File: src/rtl/itof_pkg.sv
// Shared constants, stage payload type and round/pack helpers for int_to_float.
// Build option ITOF_RNE_EN selects round-to-nearest-even; otherwise the pack truncates toward zero.
package itof_pkg;

    localparam int EXP_BIAS = 127;
    localparam int INT_W    = 32;
    localparam int EXP_W    = 8;
    localparam int MANT_W   = 23;
    localparam int EXP_TOP  = 158;

    typedef struct packed {
        logic               sign;
        logic               zero;
        logic [EXP_W-1:0]   exp;
        logic [INT_W-1:0]   norm;
    } norm_t;

    // Two's-complement magnitude; -2^31 maps to 0x80000000 as an unsigned value.
    function automatic logic [INT_W-1:0] abs_mag(input logic [INT_W-1:0] a);
        return a[INT_W-1] ? (~a + 32'd1) : a;
    endfunction

    function automatic logic [INT_W-1:0] round_pack(input norm_t p);
        logic [MANT_W-1:0] mant;
        logic [EXP_W-1:0]  exp;
`ifdef ITOF_RNE_EN
        logic              guard;
        logic              sticky;
        logic              inc;
        logic [MANT_W:0]   sum;
`endif
        mant = p.norm[INT_W-2:INT_W-1-MANT_W];
        exp  = p.exp;
`ifdef ITOF_RNE_EN
        guard  = p.norm[7];
        sticky = |p.norm[6:0];
        inc    = guard & (sticky | mant[0]);
        sum    = {1'b0, mant} + {23'd0, inc};
        // A carry out of the mantissa leaves it all zeros and bumps the exponent.
        mant   = sum[MANT_W-1:0];
        exp    = exp + {7'd0, sum[MANT_W]};
`endif
        return p.zero ? 32'h0000_0000 : {p.sign, exp, mant};
    endfunction

endpackage

File: src/rtl/int_to_float_lzc32.sv
// Combinational 32-bit leading-zero counter; valid is low for a zero input.
module lzc32 (
    input  logic [31:0] a,
    output logic [4:0]  cnt,
    output logic        valid
);

    logic [15:0] x16_s;
    logic [7:0]  x8_s;
    logic [3:0]  x4_s;
    logic [1:0]  x2_s;

    // Binary search: each level keeps the half window that holds the leading one.
    always_comb begin
        cnt    = 5'd0;
        cnt[4] = (a[31:16] == 16'h0000);
        x16_s  = cnt[4] ? a[15:0] : a[31:16];
        cnt[3] = (x16_s[15:8] == 8'h00);
        x8_s   = cnt[3] ? x16_s[7:0] : x16_s[15:8];
        cnt[2] = (x8_s[7:4] == 4'h0);
        x4_s   = cnt[2] ? x8_s[3:0] : x8_s[7:4];
        cnt[1] = (x4_s[3:2] == 2'b00);
        x2_s   = cnt[1] ? x4_s[1:0] : x4_s[3:2];
        cnt[0] = ~x2_s[1];
        valid  = |x2_s;
    end

endmodule

File: src/rtl/int_to_float.sv
// Pipelined signed 32-bit integer to IEEE-754 single converter with stb/ack flow control.
// out_reg=1 registers the pack stage (latency 3); out_reg=0 packs combinationally (latency 2).
module int_to_float
    import itof_pkg::*;
#(
    parameter bit out_reg = 1'b1
) (
    input  logic        clk,
    input  logic        rst,
    input  logic [31:0] itof_a,
    input  logic        itof_a_stb,
    output logic        itof_a_ack,
    output logic [31:0] itof_z,
    output logic        itof_z_stb,
    input  logic        itof_z_ack
);

    logic        s1_valid_r;
    logic        s1_sign_r;
    logic        s1_zero_r;
    logic [31:0] s1_mag_r;
    logic        s2_valid_r;
    norm_t       s2_pay_r;
    norm_t       s2_next_s;
    logic        ld1_s;
    logic        ld2_s;
    logic        ld_out_s;
    logic [4:0]  lz_s;
    logic        lz_valid_s;

    // A stage loads when empty or when its successor takes its contents this cycle.
    assign ld2_s      = ~s2_valid_r | ld_out_s;
    assign ld1_s      = ~s1_valid_r | ld2_s;
    assign itof_a_ack = ld1_s;

    lzc32 u_lzc (
        .a     (s1_mag_r),
        .cnt   (lz_s),
        .valid (lz_valid_s)
    );

    // Stage-2 payload: normalise the magnitude and derive the biased exponent.
    always_comb begin
        s2_next_s      = '0;
        s2_next_s.sign = s1_sign_r;
        s2_next_s.zero = s1_zero_r | ~lz_valid_s;
        s2_next_s.exp  = 8'(EXP_TOP) - {3'b000, lz_s};
        s2_next_s.norm = s1_mag_r << lz_s;
    end

    // Stage 1: sign, magnitude and zero flag.
    always_ff @(posedge clk) begin
        if (rst) begin
            s1_valid_r <= 1'b0;
        end else if (ld1_s) begin
            s1_valid_r <= itof_a_stb;
            if (itof_a_stb) begin
                s1_sign_r <= itof_a[31];
                s1_mag_r  <= abs_mag(itof_a);
                s1_zero_r <= (itof_a == 32'h0000_0000);
            end
        end
    end

    // Stage 2: normalised payload; cleared on reset since it drives itof_z when out_reg=0.
    always_ff @(posedge clk) begin
        if (rst) begin
            s2_valid_r <= 1'b0;
            s2_pay_r   <= '0;
        end else if (ld2_s) begin
            s2_valid_r <= s1_valid_r;
            if (s1_valid_r) begin
                s2_pay_r <= s2_next_s;
            end
        end
    end

    generate
        if (out_reg) begin : g_out_reg
            logic        s3_valid_r;
            logic [31:0] z_r;

            assign ld_out_s   = ~s3_valid_r | itof_z_ack;
            assign itof_z     = z_r;
            assign itof_z_stb = s3_valid_r;

            // Stage 3: round and pack into the output register.
            always_ff @(posedge clk) begin
                if (rst) begin
                    s3_valid_r <= 1'b0;
                    z_r        <= 32'h0000_0000;
                end else if (ld_out_s) begin
                    s3_valid_r <= s2_valid_r;
                    if (s2_valid_r) begin
                        z_r <= round_pack(s2_pay_r);
                    end
                end
            end
        end else begin : g_out_comb
            assign ld_out_s   = itof_z_ack;
            assign itof_z     = round_pack(s2_pay_r);
            assign itof_z_stb = s2_valid_r;
        end
    endgenerate

endmodule
File: config.mk
export PLATFORM = sky130hd
export DESIGN_NAME = int_to_float
export DESIGN_NICKNAME = d
export VERILOG_FILES = /design/src/rtl/itof_pkg.sv /design/src/rtl/int_to_float_lzc32.sv /design/src/rtl/int_to_float.sv
export SDC_FILE = /design/constraint.sdc
export NUM_CORES = 1
export LEC_CHECK = 0
export BUFFER_PORTS_ARGS = -buffer_cell sky130_fd_sc_hd__buf_2
export CORE_MARGIN = 2
export CORE_UTILIZATION = 40
export DETAILED_ROUTE_END_ITERATION = 6
export PLACE_DENSITY = 0.66
export SETUP_SLACK_MARGIN = 0.15
export SYNTH_ARGS = -nofsm -noshare
export SYNTH_HDL_FRONTEND = slang
export SYNTH_SLANG_ARGS = --single-unit
File: constraint.sdc
create_clock -name clk -period 4.8 [get_ports clk]
set_clock_uncertainty 0.1 [all_clocks]
set_input_delay 0.48 -clock clk [delete_from_list [all_inputs] [get_ports clk]]
set_output_delay 0.48 -clock clk [all_outputs]
set_load 0.01 [all_outputs]
After elaboration in Yosys (flattened, before gate mapping) --
Cells that the tools add are included.
Cells by class: shift operators 1, bitwise gates (word level) 11, add/sub/neg operators 2, reductions and logical operators 9, mux-type cells 6
Operator list (count):
- $add A32 B1 Y32 const B | 1
- $logic_not A32 Y1 | 1
- $mux W32 | 1
- $not A32 Y32 | 1
- $shl A32 B5 Y31 | 1
- $mux W31 | 1
- $logic_not A16 Y1 | 1
- $mux W16 | 1
- $logic_not A8 Y1 | 1
- $mux W8 | 1
- $sub A8 B5 Y8 const A | 1
- $not A1 Y1 | 6
- $logic_not A4 Y1 | 1
- $mux W4 | 1
- $or A1 B1 Y1 | 4
- $reduce_and A2 Y1 | 2
- $reduce_and A3 Y1 | 1
- $logic_not A2 Y1 | 1
- $mux W2 | 1
- $reduce_or A2 Y1 | 1
Storage, ports and cells: word-level logic and storage cells 41, output and inout bits 34, register bits after elaboration 110, input bits 36

Logic depth before layout (Yosys ltp) --
Gate-level depths: netlist (run 1).
depth after elaboration 11, mapped depth 15, depth with buffers taken out 11

Modules after synthesis --
A second synthesis (run 1) with hierarchy kept.
Unflattened totals: cell total of the unflattened synthesis 662, area, all modules 6228.5 µm²
By module, submodules not included:
- int_to_float | sequential area each 2382.3 µm², cells each 598, area an instance 5800.6 µm², times used 1
- lzc32 | sequential area each 0.0 µm², cells each 64, area an instance 427.9 µm², times used 1

Worst setup path before layout (run 1) --
OpenSTA, ideal clock, no wires.
kind register to register, start register s1_mag_r[17], end register s2_pay_r[8] in the netlist's numbering, slack 1.204 ns, data arrival time 3.379 ns, buffers on the path 3, setup time 0.117 ns, period minus slack after synthesis 3.596 ns, stages on the path, launching flop included 15, data required time 4.583 ns, path through edfxtp_1 buf_6 or4_4 o41ai_4 a22oi_4 a21oi_4 nor2_2 o21ai_4 buf_12 buf_6 mux2i_1 mux2i_1 mux2_2 a21bo_1 a32o_1
Between the ends: longest elaborated chain between the ends 10
RTL lines:
- start, declared | RTL line int_to_float.sv:21 | logic [31:0] s1_mag_r;
- start signal, assigned | RTL line int_to_float.sv:59 | s1_mag_r <= abs_mag(itof_a);
- $logic_not A16 Y1 | RTL line int_to_float_lzc32.sv:16 | cnt[4] = (a[31:16] == 16'h0000);
- $mux W16 | RTL line int_to_float_lzc32.sv:17 | x16_s = cnt[4] ? a[15:0] : a[31:16];
- $logic_not A8 Y1 | RTL line int_to_float_lzc32.sv:18 | cnt[3] = (x16_s[15:8] == 8'h00);
- $mux W8 | RTL line int_to_float_lzc32.sv:19 | x8_s = cnt[3] ? x16_s[7:0] : x16_s[15:8];
- $logic_not A4 Y1 | RTL line int_to_float_lzc32.sv:20 | cnt[2] = (x8_s[7:4] == 4'h0);
- $mux W4 | RTL line int_to_float_lzc32.sv:21 | x4_s = cnt[2] ? x8_s[3:0] : x8_s[7:4];
- $logic_not A2 Y1 | RTL line int_to_float_lzc32.sv:22 | cnt[1] = (x4_s[3:2] == 2'b00);
- $mux W2 | RTL line int_to_float_lzc32.sv:23 | x2_s = cnt[1] ? x4_s[1:0] : x4_s[3:2];
- $not A1 Y1 | RTL line int_to_float_lzc32.sv:24 | cnt[0] = ~x2_s[1];
- $shl A32 B5 Y31 * | RTL line int_to_float.sv:48 | s2_next_s.norm = s1_mag_r << lz_s;
- end signal, assigned | RTL line int_to_float.sv:73 | s2_pay_r <= s2_next_s;
- end, declared | RTL line int_to_float.sv:23 | norm_t s2_pay_r;
Every way passes the cells marked *; elsewhere a longest branch is shown, timed or not. A chain may end at the register's enable or synchronous reset.

Final worst setup path (run 1) --
start register s1_mag_r[16], end register s2_pay_r[24] in the netlist's numbering
Same word-level chain as after synthesis.

==> impl_metrics.ini, run 1 <==
[status]
outcome = completed

[detailed_routing]
wirelength_um = 19000
drt_iter0_drc = 509
postRouteAntennaNets = 0
drc_errors = 0
via_count = 5653
post_drt_wl_per_cell_um = 20.2
via_per_inst = 6.01
first_pass_iters = 5

[timing]
worst_pin_slew_ns = 1.13
finalSetupViolCount = 0
fin_crit_sh = 0.879
rsz0062_at_grt = no
fin_crit_ns = 4.22
fmax_mhz = 237
hold_viol_final = 0
fin_ws_ns = 0.579
final_max_slew_viol_count = 0
max_slew_margin = 0.246
fin_tns_setup_ns = 0

[synthesis]
synth.avg_cell_area_um2 = 8.95
synth_ff_type = dfxtp_1
synthArstFlopShare = 0
synth_cell_types = 74
syn_inst = 690
yosysSeqAreaShare = 0.386
synth_warnings = 0
syn-num-nets = 727
synth_edf_count = 34
syn_area_um2 = 6170
synth_seq_cells = 102

[worst_setup_path]
cp_slowest_cell = edfxtp_1
crit_arrival_ns = 4.34
critical_path.max_stage_delay_ns = 0.60
critPathMaxFanout = 10
critPathKind = reg -> reg
crit_required_ns = 4.92
cp-startpoint = s1_mag_r[16]
critPathTopFamily = compound AO/OA/AOI/OAI gates
path_cells = nor4_1, o211ai_1, and2_1, a2111oi_1, nor2_1, nor2_2, a311oi_1, a2bb2oi_1, o21ai_0, a221oi_1, o22ai_1
r2r_start = s1_mag_r[16]
start_kind = flip-flop
crit_buf_inv = 0
cp-end-kind = flip-flop

[clock_tree]
clkTransAtPathRegs_ns = 0.07
clkLatencyLatePin_ns = 0.36
clockRootBuffer = clkbuf_16
htree_num_levels = 3
clkSinkCount = 102
cts_tree = built
cts_hold_buffers = 0
cts_resized = 0
clockBufferDepth = 2
cts_buffers = 9

[flow_run]
maxCapViolations = 0

[grt]
grt_use_met1 = 0.319
grt.busiest_layer = met2
grt_usage = 0.237
met3_usage = 0.0467
antenna_found_initial = 0
grt_max_degree = 65
grt_pass1_vias = 5435
grt_pass1_wl_um = 30300
grt_use_met2 = 0.377
grt.overflow.total = 0

[power]
powerDensity_nw_per_um2 = 305
p_leak_nw = 2.74
power.total_mw = 2.15
ir_worst_vdd_v = 0.000191

[placed_design]
dp_slack_ns = 0.504
place_hpwl_um = 14100
dpl_cell_area_um2 = 6720
numPortBuffers = 69
placed_cells = 922
place_congestion = 1.01

[final_layout]
final_common_cell = a21oi_1
diodes = 0
nNetsFinal = 784
drive_above_1_share = 0.193
syn2layout_area_growth_pct = 14.2
final-instance-count-excl-fill = 940
final_cell_mix = 73 x a21oi_1, 69 x buf_2, 68 x dfxtp_1, 66 x nor2_1, 52 x nand2_1
postLayoutCellArea_um2 = 7050

[die]
start_util = 0.408
io_pins = 70
die_w_um = 128
core.rowCount = 45
die_area_um2 = 16400
die_y_um = 128
core-area_um2 = 15100

[hold_path]
min_path_type = in -> reg
hp-start = itof_a[0]
[repair_timing]
| action | in CTS | in global routing |
|---|---|---|
| hold endpoints to repair | 0 | 0 |
| setup endpoints to repair | 0 | 1 |
| setup buffers | 0 | 2 |
[cell usage after synthesis, types with 3 or more instances]
master,n,area (µm²)
nor4_1,3,18.8
mux4_2,4,90.1
or2_2,3,18.8
inv_1,10,37.5
mux2i_1,50,500
o211ai_1,4,30.0
buf_1,9,33.8
a32o_1,3,30.0
nor3_1,20,100
o21a_1,3,22.5
or4_1,7,52.6
o221ai_1,3,26.3
buf_2,6,30.0
nor4b_1,3,26.3
a31oi_1,12,75.1
nand3_1,10,50.1
dfxtp_1,68,1360
and2_1,5,31.3
a21oi_1,73,365
a211oi_1,3,22.5
a22oi_1,8,60.1
or3_1,12,75.1
o21ai_0,41,205
edfxtp_1,34,1020
nor3b_1,32,240
xnor2_1,32,280
nor2_1,66,248
o22ai_1,4,25.0
a22o_1,4,35.0
or4_4,3,33.8
mux2_2,8,90.1
nand2_1,52,195
o31ai_1,9,67.6
clkbuf_1,29,109
nand2b_1,5,31.3
o21ai_1,4,20.0
a311oi_1,3,26.3
[metrics by stage]
step / hold slack [ns] / util
after floorplan: 0.315 / -
after global placement: 0.343 / 0.444
after detailed placement: 0.347 / 0.444
after CTS: 0.252 / 0.465
after global routing: 0.264 / 0.466
final: 0.250 / 0.466
[flip-flops by register name, summed over array words and instances, names as in the netlist]
signal / cells
s1_mag_r: 32
s1_zero_r: 1
s2_pay_r: 33
s1_valid_r: 1
s2_valid_r: 1
itof_z: 32
itof_z_stb: 1
s1_sign_r: 1
[path summary, 6_finish.rpt]
kind / cells after the start / slack [ns] / to
setup reg to reg: 11 / 0.58 / s2_pay_r[24]
hold reg to reg: 2 / 0.35 / s2_pay_r[15]
hold / removal: 1 / 0.25 / s1_mag_r[0]
setup / recovery: 11 / 0.58 / s2_pay_r[24]
[per-layer routing]
metal	up-vias	wire length [µm]
met4	0	600
met1	2682	8570
met5	-	0
li1	2689	-
met2	235	8740
met3	47	1110
[cell type report]
cell class                      count  area (µm²)
Multi-Input combinational cell    529        3530
Sequential cell                   102        2380
Clock inverter                      7        88.8
Tap cell                          188         235
Clock buffer                        9         225
Inverter                           10        37.5
Fill cell                        1448        8090
Timing Repair Buffer               95         553
[cell families (layout without fill, tap and decap cells)]
family | after synthesis | count (layout) | synth area share
flip-flops | 102 | 102 | 0.386
multiplexers | 62 | 62 | 0.110
buffers and inverters | 59 | 121 | 0.0434
AO/OA/AOI/OAI | 204 | 204 | 0.216
adder cells (fa/ha/maj) | 1 | 1 | 0.00203
XOR/XNOR | 32 | 32 | 0.0454
AND/OR/NAND/NOR | 230 | 230 | 0.197
[power breakdown]
group | leakage [nW] | total (mW) | switching (mW) | internal (mW)
logic | 1.72 | 0.356 | 0.207 | 0.149
clock network | 0.155 | 0.784 | 0.367 | 0.417
registers | 0.870 | 1.01 | 0.0656 | 0.944
Power figures use the tool's default switching activity.
==> inputs of run 2 (changes only) <==
Settings changed: CELL_PAD_IN_SITES_DETAIL_PLACEMENT from default to 0, CELL_PAD_IN_SITES_GLOBAL_PLACEMENT from default to 1, PLACE_DENSITY 0.66 to 0.81.
==> run 2 against run 1 <==
Compared with the run above: flip-flop and latch count is the same; cell count shrank 0.21%; clock power fell by 5.2%; maximum frequency is 3.9% lower; count of clock-buffer cells in the layout grew 3; wire length down 0.47%; non-clock buffer count down 2; combinational power increased by 2%; first-iteration DRC count shrank 20%; global-route usage decreased by 0.25 points; total power down 1.7%; critical path type unchanged; critical endpoint is now s2_pay_r[30]; largest cell class unchanged; largest power group unchanged.
==> impl_metrics.ini, run 2 (synthesized netlist as in run 1, its figures left out) <==
[power]
p_sw_frac = 0.298
p_seq_frac = 0.477
powerDensity_nw_per_um2 = 302
p_clk_frac = 0.352
ir_worst_vdd_v = 0.000179
p_sw_mw = 0.631
internal_power_mw = 1.48
p_comb_frac = 0.172
p_leak_nw = 2.72

[placed_design]
place_hpwl_um = 13900
numPortBuffers = 69
place_congestion = 1.06
placed_cells = 922

[final_layout]
largest_reg_flops = 33
final_common_cell = a21oi_1
nNetsFinal = 782
final_cell_mix = 73 x a21oi_1, 69 x buf_2, 68 x dfxtp_1, 66 x nor2_1, 52 x nand2_1
drive_above_1_share = 0.188
diodes = 0
final-instance-count-excl-fill = 938
regMostFlops = s2_pay_r
syn2layout_area_growth_pct = 13.4

[worst_setup_path]
crit_arrival_ns = 4.60
critical_path.max_stage_delay_ns = 0.63
ff2ff_path_depth = 13
crit_required_ns = 5.01
cp_num_cells = 13
start_kind = flip-flop
critPathMaxFanout = 18
critPathTopFamily = compound AO/OA/AOI/OAI gates
critPathKind = reg -> reg
crit_buf_inv = 2
cp_slowest_cell = or4_4
path_cells = or4_4, nor4_4, buf_4, a21oi_1, o21ai_1, a21oi_2, o21ai_4, buf_4, mux2i_1, mux2i_1, o22ai_1, a222oi_1, o221a_1
cp-end-kind = flip-flop

[timing]
max_slew_margin = 0.192
worst_hold_slack_ns = 0.236
finalSetupViolCount = 0
hold_viol_final = 0
fin_crit_sh = 0.915
worst_pin_slew_ns = 1.21
fmax_mhz = 228
rsz0062_at_grt = no
fin_tns_setup_ns = 0
final_max_slew_viol_count = 0
fin_crit_ns = 4.39

[grt]
antenna_found_initial = 0
grt_max_degree = 65
grt_pass1_vias = 5496
grt_pass1_wl_um = 30100
grt.overflow.total = 0
grt_usage = 0.234

[clock_tree]
clockBufferDepth = 2
clockRootBuffer = clkbuf_16
cts_hold_buffers = 0
clkLatencyLatePin_ns = 0.37
htree_num_levels = 3
cts_buffers = 9
clkTransAtPathRegs_ns = 0.08
cts_tree = built
clkSinkCount = 102
postCtsSetupRepairBufs = 0
cts_resized = 0

[detailed_routing]
post_drt_wl_per_cell_um = 20.2
drc_errors = 0
via_count = 5701
first_pass_iters = 6
via_per_inst = 6.08
wirelength_um = 18900
drt_iter0_drc = 409
postRouteAntennaNets = 0

[hold_path]
min_path_cells = 1
min_path_type = in -> reg

[flow_run]
maxCapViolations = 0

[die]
start_util = 0.408
io_pins = 70
core.rowCount = 45
die_w_um = 128
core-area_um2 = 15100
die_y_um = 128
die_area_um2 = 16400

[status]
outcome = completed
-- run 2: stage by stage --
step	total power [mW]	area (µm²)	utilization	setup slack [ns]
CTS	2.12	7000	0.462	0.520
finish	2.11	7000	0.462	0.406
global route	2.19	7000	0.462	0.223
detailed placement	1.38	6710	0.443	0.543
global placement	1.38	6710	0.443	0.486
floorplan	1.25	6170	-	1.20
-- run 2: power by group through the flow --
stage                     Clock, mW  Sequential [mW]  Combinational, mW
after global placement            0             1.02              0.357
final                         0.743             1.01              0.363
after detailed placement          0             1.02              0.356
after CTS                     0.756             1.00              0.357
after global routing          0.784             1.01              0.393
after floorplan                   0            0.992              0.255
-- run 2: worst paths after layout --
check                               endpoint         start  slack (ns)
worst min register to register  s2_pay_r[35]  s2_pay_r[35]        0.35
worst max-delay path            s2_pay_r[30]  s1_mag_r[29]        0.41
worst min-delay path             s1_mag_r[0]     itof_a[0]        0.24
worst max register to register  s2_pay_r[30]  s1_mag_r[29]        0.41
-- run 2: worst reg2reg max path: stages (launching register included) --
cell	delay [ns]
edfxtp_1	0.51
or4_4	0.63
nor4_4	0.50
buf_4	0.34
a21oi_1	0.10
o21ai_1	0.30
a21oi_2	0.10
o21ai_4	0.08
buf_4	0.29
mux2i_1	0.15
mux2i_1	0.33
o22ai_1	0.14
a222oi_1	0.51
o221a_1	0.26
-- run 2: cell type report --
type / count / area [µm²]
inverters: 10 / 37.5
fillers: 1478 / 8140
clock buffers: 12 / 258
repair buffers: 93 / 526
clock inverters: 4 / 32.5
flip-flops and latches: 102 / 2380
multi-input cells: 529 / 3530
well taps: 188 / 235
-- run 2: routing by layer --
metal  GRT usage  up-vias  share of wire
met5           0        -              0
li1            -     2684              -
met3      0.0488       52          0.064
met2       0.356      255           0.44
met1       0.320     2710           0.45
met4       0.107        0          0.039
==> inputs of run 3 (changes only) <==
Settings changed: ABC_AREA from default to 1, CORE_ASPECT_RATIO from default to 0.8, PLACE_DENSITY 0.81 to 0.85.
==> run 3 against run 2 <==
Compared with the run above: flip-flop and latch count did not move; global-route usage fell by 0.38 points; first-iteration DRC count is 48% higher; clock power is 0.7% lower; sequential share of layout area shrank 0.13 points; register-to-register slack better by 0.26 ns; largest cell class unchanged; synthesized cell count is 34% higher; maximum frequency is 6.3% higher; highest routed layer unchanged; synthesized area is 1.9% higher; via count is 11% higher; cell count is 26% higher.
==> impl_metrics.ini, run 3 <==
[synthesis]
synth_top_area_frac = 0.216
synth_area_leaders = dfxtp_1 22%, nand3_1 19%, edfxtp_1 16%
syn_inst = 924
yosysTopAreaCell = dfxtp_1
synth_ff_type = dfxtp_1
synth_cell_types = 36
yosysSeqAreaShare = 0.379
syn_area_um2 = 6290
synth.top_cells.by_count = 236 x nand3_1, 231 x nand2_1, 74 x inv_1
synthArstFlopShare = 0
yosysMostFrequentCell = nand3_1
synth.avg_cell_area_um2 = 6.81
synth_edf_count = 34
syn-num-nets = 961
synth_seq_cells = 102
synth_warnings = 0

[timing]
worst_pin_slew_ns = 0.982
fin_crit_sh = 0.861
final_max_slew_viol_count = 0
rsz0062_at_grt = no
max_slew_margin = 0.345
fin_crit_ns = 4.13
fmax_mhz = 242
hold_viol_final = 0
fin_tns_setup_ns = 0
finalSetupViolCount = 0

[final_layout]
largest_reg_flops = 33
fillerInstances = 1622
final_cell_mix = 236 x nand3_1, 231 x nand2_1, 74 x inv_1, 69 x buf_2, 68 x dfxtp_1
postLayoutCoreUtil = 0.462
regMostFlops = s2_pay_r
diodes = 0
drive_above_1_share = 0.126
nNetsFinal = 1000
multi_input_area_um2 = 3360
syn2layout_area_growth_pct = 11.8
seqCellArea_um2 = 2380
final_common_cell = nand3_1

[clock_tree]
postCtsSetupRepairBufs = 0
clockRootBuffer = clkbuf_16
cts_buffers = 9
cts_resized = 0
htree_num_levels = 3
cts_hold_buffers = 0
clockBufferDepth = 2
clkLatencyLatePin_ns = 0.36
clkSinkCount = 102
cts_tree = built
clkTransAtPathRegs_ns = 0.07

[detailed_routing]
first_pass_iters = 5
via_count = 6338
drt_iter0_drc = 604
wirelength_um = 18200
wl_met3_um = 1230
post_drt_wl_per_cell_um = 15.5
dr_wl_met2_um = 7590
met1Wirelength_um = 8900
drc_errors = 0
highest_layer = met4
via_per_inst = 5.38
postRouteAntennaNets = 0

[grt]
grt_max_degree = 53
grt.overflow.total = 0
antenna_found_initial = 0
grt_pass1_vias = 5931
grt_usage = 0.231
grt_pass1_wl_um = 30200

[worst_setup_path]
crit_arrival_ns = 4.29
critPathKind = reg -> reg
cp-end-kind = flip-flop
critPathMostFrequentCell = nand2_1
critical_path.max_stage_delay_ns = 0.43
start_kind = flip-flop
crit_required_ns = 4.96
cp_slowest_cell = edfxtp_1
critPathMaxFanout = 40

[hold_path]
min_path_type = in -> reg

[placed_design]
numPortBuffers = 69
place_congestion = 0.903
place_hpwl_um = 13500

[die]
start_util = 0.413
die_y_um = 116
io_pins = 70
core.rowCount = 40
core-area_um2 = 15200
die_area_um2 = 16800
die_w_um = 144

[status]
outcome = completed

[power]
p_leak_nw = 3.22
ir_worst_vdd_v = 0.000162
powerDensity_nw_per_um2 = 288

[flow_run]
maxCapViolations = 0
-- run 3: changes by cell type after synthesis, moves of 12 or more --
cell / previous run / this run
mux2i_1: 50 / 0
xor2_1: 0 / 20
inv_1: 10 / 74
nor2_1: 66 / 53
o21ai_0: 41 / 22
xnor2_1: 32 / 9
nand3_1: 10 / 236
a21oi_1: 73 / 56
or3_1: 12 / 0
nor3b_1: 32 / 0
nand2_1: 52 / 231
-- run 3: path summary, 6_finish.rpt --
path / start / end / slack, ns / cells after the start
max reg2reg: s1_mag_r[19] / s2_pay_r[28] / 0.67 / 26
max: s1_mag_r[19] / s2_pay_r[28] / 0.67 / 26
min: itof_a[0] / s1_mag_r[0] / 0.23 / 1
min reg2reg: itof_z[27] / itof_z[27] / 0.36 / 2
-- run 3: per-stage QoR --
| stage | std cells | setup slack, ns | cell area [µm²] | hold slack [ns] | power (mW) |
|---|---|---|---|---|---|
| 3_3_place_gp | 1162 | 0.727 | 6730 | 0.350 | 1.30 |
| 6_report | 1178 | 0.667 | 7030 | 0.229 | 2.03 |
| 3_5_place_dp | 1162 | 0.804 | 6730 | 0.353 | 1.30 |
| 2_1_floorplan | 924 | 1.86 | 6290 | 0.345 | 1.20 |
| 4_1_cts | 1178 | 0.741 | 7030 | 0.222 | 2.04 |
| 5_1_grt | 1178 | 0.260 | 7030 | 0.226 | 2.12 |
-- run 3: layout make-up --
type / count / area share
Clock buffer: 10 / 0.0326
Inverter: 84 / 0.0452
Clock inverter: 6 / 0.00943
Tap cell: 210 / 0.0374
Multi-Input combinational cell: 688 / 0.478
Timing Repair Buffer: 78 / 0.0587
Sequential cell: 102 / 0.339
-- run 3: critical path, delay by kind of cell (launching register included) --
family | cells | cell delay (ns)
flops | 1 | 0.43
compound gates | 1 | 0.26
buf+inv | 4 | 0.45
simple gates | 21 | 2.72
-- run 3: kinds of logic (layout without fill, tap and decap cells) --
logic type / count (synthesis) / count (layout) / share of synthesized area
fa+ha+maj: 1 / 1 / 0.00199
buf+inv: 134 / 178 / 0.0877
xor+xnor: 29 / 29 / 0.0404
simple gates: 561 / 561 / 0.407
flops: 102 / 102 / 0.379
compound gates: 97 / 97 / 0.0839
-- run 3: per-layer routing --
layer  vias to the layer above  track usage
met4                         0       0.0770
li1                       3154            -
met1                      2951        0.330
met2                       193        0.347
met3                        40       0.0508
met5                         -            0
-- run 3: where the power goes --
group          total (mW)  leakage [nW]  internal [mW]  switching, mW
registers           0.965         0.872          0.935         0.0295
logic               0.322          2.20          0.103          0.219
clock network       0.738         0.148          0.408          0.330
total                2.03          3.22           1.45          0.578
